File: config.mk
export PLATFORM = sky130hd
export DESIGN_NAME = id_ex_stage
export DESIGN_NICKNAME = d
export VERILOG_FILES = /design/src/rtl/id_ex_stage.sv
export SDC_FILE = /design/constraint.sdc
export NUM_CORES = 1
export LEC_CHECK = 0
export CAP_MARGIN = 25
export CORE_AREA = 3 3 104 106
export CTS_CLUSTER_DIAMETER = 40
export DETAILED_ROUTE_END_ITERATION = 10
export DIE_AREA = 0 0 107 109
export PLACE_DENSITY = 0.73
export SLEW_MARGIN = 20
export SYNTH_ARGS = -nofsm -noshare
export SYNTH_HDL_FRONTEND = slang
export SYNTH_SLANG_ARGS = --single-unit
File: constraint.sdc
create_clock -name clk -period 0.8 [get_ports clk]
set_input_delay 0.16 -clock clk [delete_from_list [all_inputs] [get_ports clk]]
set_output_delay 0.16 -clock clk [all_outputs]
set_load 0.01 [all_outputs]
File: src/rtl/id_ex_stage.sv
// id_ex_stage: decode/execute pipeline register for the 16-bit core.
// Captures register-file operands and decoded fields for the execute stage,
// inserts bubbles on load-use hazards and branch flushes, and honours a
// downstream hold.
// Optional feature macro: LOADUSE_EN enables load-use hazard detection.
// Without it the hazard logic is absent and the stall comes only from ex_hold.
module id_ex_stage (
   input  logic        clk,
   input  logic        rst,
   input  logic        id_valid,
   input  logic [15:0] id_pc,
   input  logic [3:0]  id_opcode,
   input  logic [3:0]  id_src1,
   input  logic [3:0]  id_src2,
   input  logic [3:0]  id_dst,
   input  logic        id_uses_src1,
   input  logic        id_uses_src2,
   input  logic [15:0] id_data1,
   input  logic [15:0] id_data2,
   input  logic [15:0] id_imm,
   input  logic        id_reg_write,
   input  logic        id_mem_read,
   input  logic        id_mem_write,
   input  logic        flush,
   input  logic        ex_hold,
   output logic        id_stall,
   output logic        ex_valid,
   output logic [15:0] ex_pc,
   output logic [3:0]  ex_opcode,
   output logic [3:0]  ex_src1,
   output logic [3:0]  ex_src2,
   output logic [3:0]  ex_dst,
   output logic [15:0] ex_data1,
   output logic [15:0] ex_data2,
   output logic [15:0] ex_imm,
   output logic        ex_reg_write,
   output logic        ex_mem_read,
   output logic        ex_mem_write
);

   logic loadUse;
   logic insertBubble;

`ifdef LOADUSE_EN
   logic src1Hit;
   logic src2Hit;

   // A load in EX whose destination is read by the instruction in ID; R0 never hazards
   always_comb begin
      src1Hit = id_uses_src1 && (id_src1 == ex_dst);
      src2Hit = id_uses_src2 && (id_src2 == ex_dst);
      loadUse = ex_valid && ex_mem_read && (ex_dst != 4'd0) && id_valid
                && (src1Hit || src2Hit);
   end
`else
   assign loadUse = 1'b0;
`endif

   // A flush discards the upstream wrong-path instruction, so it never stalls
   assign id_stall     = !flush && (ex_hold || loadUse);
   assign insertBubble = flush || (!ex_hold && loadUse);

   // Validity and control bits: cleared on any bubble so the valid/control invariant holds
   always_ff @(posedge clk or negedge rst) begin
      if (!rst) begin
         ex_valid     <= 1'b0;
         ex_reg_write <= 1'b0;
         ex_mem_read  <= 1'b0;
         ex_mem_write <= 1'b0;
      end else if (insertBubble) begin
         ex_valid     <= 1'b0;
         ex_reg_write <= 1'b0;
         ex_mem_read  <= 1'b0;
         ex_mem_write <= 1'b0;
      end else if (!ex_hold) begin
         ex_valid     <= id_valid;
         ex_reg_write <= id_reg_write && id_valid && (id_dst != 4'd0);
         ex_mem_read  <= id_mem_read && id_valid;
         ex_mem_write <= id_mem_write && id_valid;
      end
   end

   // Payload fields: loaded only on a real capture, retained through holds and bubbles
   always_ff @(posedge clk or negedge rst) begin
      if (!rst) begin
         ex_pc     <= '0;
         ex_opcode <= '0;
         ex_src1   <= '0;
         ex_src2   <= '0;
         ex_dst    <= '0;
         ex_data1  <= '0;
         ex_data2  <= '0;
         ex_imm    <= '0;
      end else if (!insertBubble && !ex_hold) begin
         ex_pc     <= id_pc;
         ex_opcode <= id_opcode;
         ex_src1   <= id_src1;
         ex_src2   <= id_src2;
         ex_dst    <= id_dst;
         ex_data1  <= id_data1;
         ex_data2  <= id_data2;
         ex_imm    <= id_imm;
      end
   end

endmodule
==> qor.yml, run 1 <==
outcome:
  run_status: "finished, violations left"
  failed_checks: "negative setup slack"
synthesis:
  yosysTopAreaCellShare_pct: 60.22
  mappedNetlistNets: 276
  synthXorXnorAreaFrac_pct: 0
  fraction_of_the_mapped_netlist_area_in_adder_cells_pct: 0
  post_synth_instance_area_sq_mm: 0.003491
  synthSimpleGateAreaFrac_pct: 1.900
  yosysSeqAreaShare_pct: 60.22
  synth_cell_types: 15
  ys_top_cells_by_area: "sky130_fd_sc_hd__dfrtp_1 60%, sky130_fd_sc_hd__mux2_4 34%, sky130_fd_sc_hd__buf_6 2.6%, sky130_fd_sc_hd__nor2_8 0.57%, sky130_fd_sc_hd__nand3b_1 0.43%"
  synth.largest_area_cell: "sky130_fd_sc_hd__dfrtp_1"
  synthMuxAreaShare_pct: 34.59
  ys_warn_count: 0
  ys_seq_elements: 84
  synth.avg_cell_area_sq_um: 18.77
  synth_area_in_compound_gates_pct: 0.5735
  synth_top_family_by_area: "multiplexers"
  synth_cells: 186
setup_path:
  number_of_buffers_and_inverters_on_the_critical_path: 1
  crit_path_cell_trace: "buf_2"
  arrival_ns: 0.90
  worstSetupPathType: "reg -> out"
  critPathLaunch: "ex_pc[11]"
  r2r-start: "ex_data1[7]"
  crit_required_ns: 0.64
  critPathLaunchType: "flop"
  worst_path_top_cell_family_by_delay: "flip-flops"
  critical-path-slowest-cell: "sky130_fd_sc_hd__dfrtp_1"
  endpoint_kind: "output pin"
  cp_slowest_stage_delay_ns: 0.40
  worst-path-max-fanout: 2
grt:
  grt_pass1_vias: 2678
  routing_layer_with_the_top_usage_in_global_route: "met2"
  grt_max_degree: 44
  global_route_usage_sum_pct: 16.22
  global_route.overflow_total: 0
  grt_pass1_wl_mm: 14.53
  met3_usage_pct: 5.861
  grt_util_met1_pct: 20.40
  global_route.usage.met2_pct: 26.48
  number_of_antenna_violations_at_the_first_check_in_global_routing: 0
sta:
  post-route-period-util_pct: 132.3
  timing.final.max_slew_violations: 0
  grt_setup_unrepaired: "yes"
  slew_headroom_pct: 84.06
  hold_slack_ns: 0.06532
  finalHoldViolations: 0
  worst_setup_skew_after_layout_ns: 0
  max_freq_mhz: 944.7
  final_period_minus_worst_setup_slack_ns: 1.059
  setup_slack_ns: -0.2585
  report.final.setup_viol: 154
  fin_tns_setup_ns: -26.85
  timing_worst_slew_pin_value_ns: 0.2391
pwr:
  sw_power_mw: 3.118
  power.static_leakage_nw: 2.919
  clock_power_share_pct: 25.8
  comb_power_share_pct: 30.5
  internal_power_mw: 8.864
  power_per_cell_area_mw_per_mm2: 1980
  share_seq_of_total_power_pct: 43.7
  switching_part_of_the_total_power_pct: 26.02
  ir_worst_vdd_uv: 1074
  total_power_mw: 11.98
clock_network:
  clk_latency_ns: 0.34
  numClockSinks: 84
  clkSlewWorstSetupHoldPaths_ns: 0.09
  clock_tree.htree_level_count: 3
  cts_root_buf: "sky130_fd_sc_hd__clkbuf_8"
  cts_buffer_depth: 2
  tritoncts: "done"
  cts-buffers-inserted: 9
final_layout:
  finish.net_count: 525
  share_of_post_route_cells_with_drive_strength_above_1_pct: 59.55
  commonest_non_fill_non_tap_cell_in_the_layout: "sky130_fd_sc_hd__dfrtp_1"
  post-route-cell-area_sq_mm: 0.006052
  area_growth_pct: 73.37
  final_core_util_pct: 61.35
  antenna-diode-count: 0
  mostFrequentLayoutCells: "84 x sky130_fd_sc_hd__dfrtp_1, 80 x sky130_fd_sc_hd__mux2_4, 80 x sky130_fd_sc_hd__clkdlybuf4s50_1"
  final-instance-count-excl-fill: 573
floorplan:
  core_area_sq_mm: 0.009864
  die_area_sq_mm: 0.01166
  die_w_um: 107
  initial_core_util_pct: 35.39
  io_pins: 175
  die_y_um: 109
  placementRows: 36
place:
  dpl_cell_area_sq_mm: 0.005597
  placedCellCount: 514
  finalWeightedCongestion: 0.7238
  place_hpwl_mm: 6.225
  io_buffer_count: 172
  preCtsSetupSlack_ns: -0.8694
routing:
  post_drt_wl_per_cell_um: 16.32
  drtPass1Iterations: 4
  num_vias: 2479
  initial_drt_markers: 102
  route.detailed.drc: 0
  route.antenna.remaining_nets: 0
  detail_route.vias_per_cell: 4.326
  routed_wl_mm: 9.353
worst_hold_path:
  hold_path.class: "in -> reg"
  min_from: "id_dst[2]"
run:
  maxCapViolations: 0
layer usage:
layer / routed length (um) / up-vias
met5: 0 / -
met4: 104 / 0
met3: 852 / 10
met2: 4345 / 118
met1: 4051 / 1200
li1: - / 1151
what timing repair did:
action                     in CTS  in global routing
setup endpoints to repair     169                166
hold endpoints to repair       84                  0
gates cloned                    5                  0
hold buffers                    1                  0
gates resized for setup       391                 43
pin swaps                       5                  2
setup buffers                  36                 32
synthesized netlist by cell type:
library cell               count
sky130_fd_sc_hd__a21oi_1       2
sky130_fd_sc_hd__a32o_1        1
sky130_fd_sc_hd__and2_1        1
sky130_fd_sc_hd__buf_2         1
sky130_fd_sc_hd__buf_6         8
sky130_fd_sc_hd__dfrtp_1      84
sky130_fd_sc_hd__mux2_2        1
sky130_fd_sc_hd__mux2_4       79
sky130_fd_sc_hd__mux2i_1       1
sky130_fd_sc_hd__nand2_1       2
sky130_fd_sc_hd__nand3b_1      2
sky130_fd_sc_hd__nor2_1        1
sky130_fd_sc_hd__nor2_8        1
sky130_fd_sc_hd__nor2b_1       1
sky130_fd_sc_hd__or4_1         1
cell type report:
class / count / area [sq um]
fillers: 782 / 3812
repair buffers: 247 / 2278
flip-flops and latches: 84 / 2102
multi-input cells: 93 / 1304
well taps: 133 / 166.4
clock buffers: 11 / 141.4
clock inverters: 5 / 60.06
power groups by stage:
| stage | sequential [mW] | clock, mW | combinational (mW) |
|---|---|---|---|
| finish | 5.23 | 3.09 | 3.66 |
| global route | 5.30 | 3.33 | 3.90 |
| CTS | 5.18 | 3.18 | 3.46 |
| detailed placement | 5.26 | 0 | 3.54 |
| global placement | 5.25 | 0 | 3.49 |
| floorplan | 5.54 | 0 | 1.10 |
kinds of logic (layout without fill, tap and decap cells):
kind of cell	after synthesis	count (layout)
and+or+nand+nor	9	9
AOI/OAI and AO/OA	3	3
muxes	81	81
DFF	84	84
buffers and inverters	9	263
path summary, 6_finish.rpt:
check / end / slack [ns] / cells after the start
min in group asynchronous: ex_data2[8] / 0.37 / 3
max in group asynchronous: ex_dst[2] / 0.21 / 3
hold / removal: ex_dst[2] / 0.07 / 2
setup reg to reg: ex_data1[7] / -0.11 / 2
setup / recovery: ex_pc[11] / -0.26 / 1
hold reg to reg: ex_imm[9] / 0.51 / 1
sequential cells by signal (all words and copies together) (netlist names):
name,count
ex_reg_write,1
ex_pc,16
ex_opcode,4
ex_mem_write,1
ex_mem_read,1
ex_valid,1
ex_dst,4
ex_imm,16
ex_src1,4
ex_data2,16
ex_src2,4
ex_data1,16
No activity file was read; power rests on OpenSTA's default activity.
==> run 2: changes to the inputs <==
--- a/config.mk
+++ b/config.mk
@@ -6,12 +6,12 @@
 export NUM_CORES = 1
 export LEC_CHECK = 0
 export CAP_MARGIN = 25
-export CORE_AREA = 3 3 104 106
+export CORE_AREA = 2 2 103 105
 export CTS_CLUSTER_DIAMETER = 40
 export DETAILED_ROUTE_END_ITERATION = 10
-export DIE_AREA = 0 0 107 109
+export DIE_AREA = 0 0 105 107
 export PLACE_DENSITY = 0.73
-export SLEW_MARGIN = 20
+export SLEW_MARGIN = 15
 export SYNTH_ARGS = -nofsm -noshare
 export SYNTH_HDL_FRONTEND = slang
 export SYNTH_SLANG_ARGS = --single-unit
==> constraint.sdc (replaced) <==
create_clock -name clk -period 0.8 [get_ports clk]
set_input_delay 0.16 -clock clk [delete_from_list [all_inputs] [get_ports clk]]
set_output_delay 0.16 -clock clk [all_outputs]
set_load 0.1 [all_outputs]
==> run 2 against run 1 <==
  * The run still ends with negative setup slack left
  * Power up 54%
  * Clock skew unchanged
  * Count of clock-buffer cells in the layout down 1
  * Non-clock buffer count down 45
  * Maximum frequency down 12%
  * Largest power group is now combinational cells
==> qor.yml, run 2 (synthesis gave the netlist of run 1 again) <==
clock_network:
  cts-buffers-inserted: 9  # unchanged
  tritoncts: "done"
  clk_latency_ns: 0.36  # +0.02 ns
  clkSlewWorstSetupHoldPaths_ns: 0.08  # about the same
  clock_tree.htree_level_count: 3  # unchanged
  numClockSinks: 84  # unchanged
  cts_root_buf: "sky130_fd_sc_hd__clkbuf_8"
  cts_buffer_depth: 2  # unchanged
setup_path:
  crit_required_ns: 0.64  # about the same
  critical-path-slowest-cell: "sky130_fd_sc_hd__dfrtp_4"
  worst_path_top_cell_family_by_delay: "flip-flops"
  crit_path_cell_trace: "buf_12"
  worst-path-max-fanout: 2  # unchanged
  worstSetupPathType: "reg -> out"
  number_of_buffers_and_inverters_on_the_critical_path: 1  # unchanged
  endpoint_kind: "output pin"
  critPathLaunchType: "flop"
  cp_slowest_stage_delay_ns: 0.51  # +0.11 ns
  arrival_ns: 1.04  # +0.14 ns
outcome:
  failed_checks: "negative setup slack"
  run_status: "finished, violations left"
grt:
  grt_pass1_vias: 2787  # +4.1%
  global_route_usage_sum_pct: 18.14  # +1.9 points
  grt_max_degree: 43  # -2.3%
  global_route.overflow_total: 0  # unchanged
  grt_pass1_wl_mm: 15.48  # +6.5%
  number_of_antenna_violations_at_the_first_check_in_global_routing: 0  # unchanged
routing:
  route.top_layer_used: "met4"
  detail_route.vias_per_cell: 4.476  # +3.5%
  num_vias: 2377  # -4.1%
  total_length_of_routed_met2_wires_mm: 4.950  # +14%
  m1WireLength_mm: 3.825  # -5.6%
  post_drt_wl_per_cell_um: 18.09  # +11%
  route.detailed.drc: 0  # unchanged
  initial_drt_markers: 51  # -50%
  route.antenna.remaining_nets: 0  # unchanged
  routed_wl_mm: 9.604  # +2.7%
  drtPass1Iterations: 4  # unchanged
  wl_met3_um: 557  # -35%
floorplan:
  die_w_um: 105  # -1.9%
  core_area_sq_mm: 0.01009  # +2.3%
  die_area_sq_mm: 0.01124  # -3.7%
  initial_core_util_pct: 34.59  # -0.80 points
  io_pins: 175  # unchanged
  placementRows: 37  # +2.8%
  die_y_um: 107  # -1.8%
sta:
  timing.final.max_slew_violations: 0  # unchanged
  post-route-period-util_pct: 149.7  # +17 points
  hold_slack_ns: 0.05332  # -0.01200 ns
  timing_worst_slew_pin_value_ns: 0.2356  # -0.003489 ns
  final_period_minus_worst_setup_slack_ns: 1.198  # +0.1391 ns
  report.final.setup_viol: 166  # +7.8%
  worst_setup_skew_after_layout_ns: 0  # unchanged
  slew_headroom_pct: 84.29  # +0.23 points
  max_freq_mhz: 835.0  # -12%
  setup_slack_ns: -0.3976  # -0.1391 ns
  finalHoldViolations: 0  # unchanged
  grt_setup_unrepaired: "yes"
pwr:
  ir_worst_vdd_uv: 1357  # +26%
  power_per_cell_area_mw_per_mm2: 2596  # +31%
  power.static_leakage_nw: 3.021  # +3.5%
place:
  io_buffer_count: 172  # unchanged
  finalWeightedCongestion: 0.7009  # -3.2%
  place_hpwl_mm: 6.939  # +11%
worst_hold_path:
  hold_path.class: "in -> reg"
final_layout:
  mostFrequentLayoutCells: "92 x sky130_fd_sc_hd__buf_12, 84 x sky130_fd_sc_hd__dfrtp_4, 80 x sky130_fd_sc_hd__clkdlybuf4s50_1"
  share_of_post_route_cells_with_drive_strength_above_1_pct: 76.46  # +17 points
  final_core_util_pct: 70.52  # +9.2 points
  commonest_non_fill_non_tap_cell_in_the_layout: "sky130_fd_sc_hd__buf_12"
  finish.net_count: 481  # -8.4%
  antenna-diode-count: 0  # unchanged
  area_growth_pct: 103.9
run:
  maxCapViolations: 0  # unchanged
[run 2: changes by cell type in the layout (fill, tap and decap cells not counted), sizes merged]
cell           before  now
buf               163  117
bufbuf              0    3
bufinv              1    2
clkdlybuf4s15       2    0
dlygate4sd2         1    0
inv                 1    0
nor2                2    3
[run 2: power by group]
part | switching, mW | leakage, nW | internal (mW)
Sequential | 0.726 | 0.911 | 5.25
Combinational | 5.43 | 2.01 | 3.87
Clock | 1.47 | 0.102 | 1.73
[run 2: layout make-up]
type,instances,area (sq um)
fillers,676,2975
clock inverters,5,77.57
repair buffers,202,3012
flip-flops and latches,84,2417
clock buffers,10,127.6
multi-input cells,94,1313
well taps,136,170.2
[run 2: worst paths after layout]
| kind | cells after the start | slack (ns) | from | to |
|---|---|---|---|---|
| worst max-delay path | 1 | -0.40 | ex_data1[8] | ex_data1[8] |
| worst min-delay path | 2 | 0.05 | id_dst[0] | ex_dst[0] |
| worst max register to register | 2 | -0.20 | ex_imm[6] | ex_imm[6] |
| worst min register to register | 1 | 0.59 | ex_reg_write | ex_reg_write |
| max in group asynchronous | 3 | 0.23 | rst | ex_opcode[3] |
| min in group asynchronous | 3 | 0.32 | rst | ex_imm[2] |
[run 2: metrics by stage]
step / instance area [sq um] / power [mW] / setup TNS [ns] / std cells / setup slack, ns
final: 7117 / 18.48 / -39.84 / 531 / -0.3976
after global routing: 7117 / 19.05 / -43.87 / 531 / -0.4337
after CTS: 7091 / 18.65 / -42.16 / 528 / -0.4288
after detailed placement: 6611 / 15.13 / -66.84 / 497 / -0.8280
after global placement: 6611 / 15.00 / -64.95 / 497 / -0.7977
after floorplan: 3859 / 11.36 / -23.90 / 186 / -0.2916
[run 2: layer usage]
layer | track usage [%] | vias to the layer above
met5 | 0 | -
li1 | - | 1058
met4 | 9.810 | 0
met1 | 21.61 | 1195
met2 | 30.19 | 102
met3 | 4.559 | 22
[run 2: timing repair]
item                                    CTS  global route
endpoints found under the setup margin  169           167
cloned                                    5             0
hold endpoints to repair                 84             0
pin swaps                                 4             2
setup buffers                            10             7
hold buffers                              1             0
resized for setup                        42             8
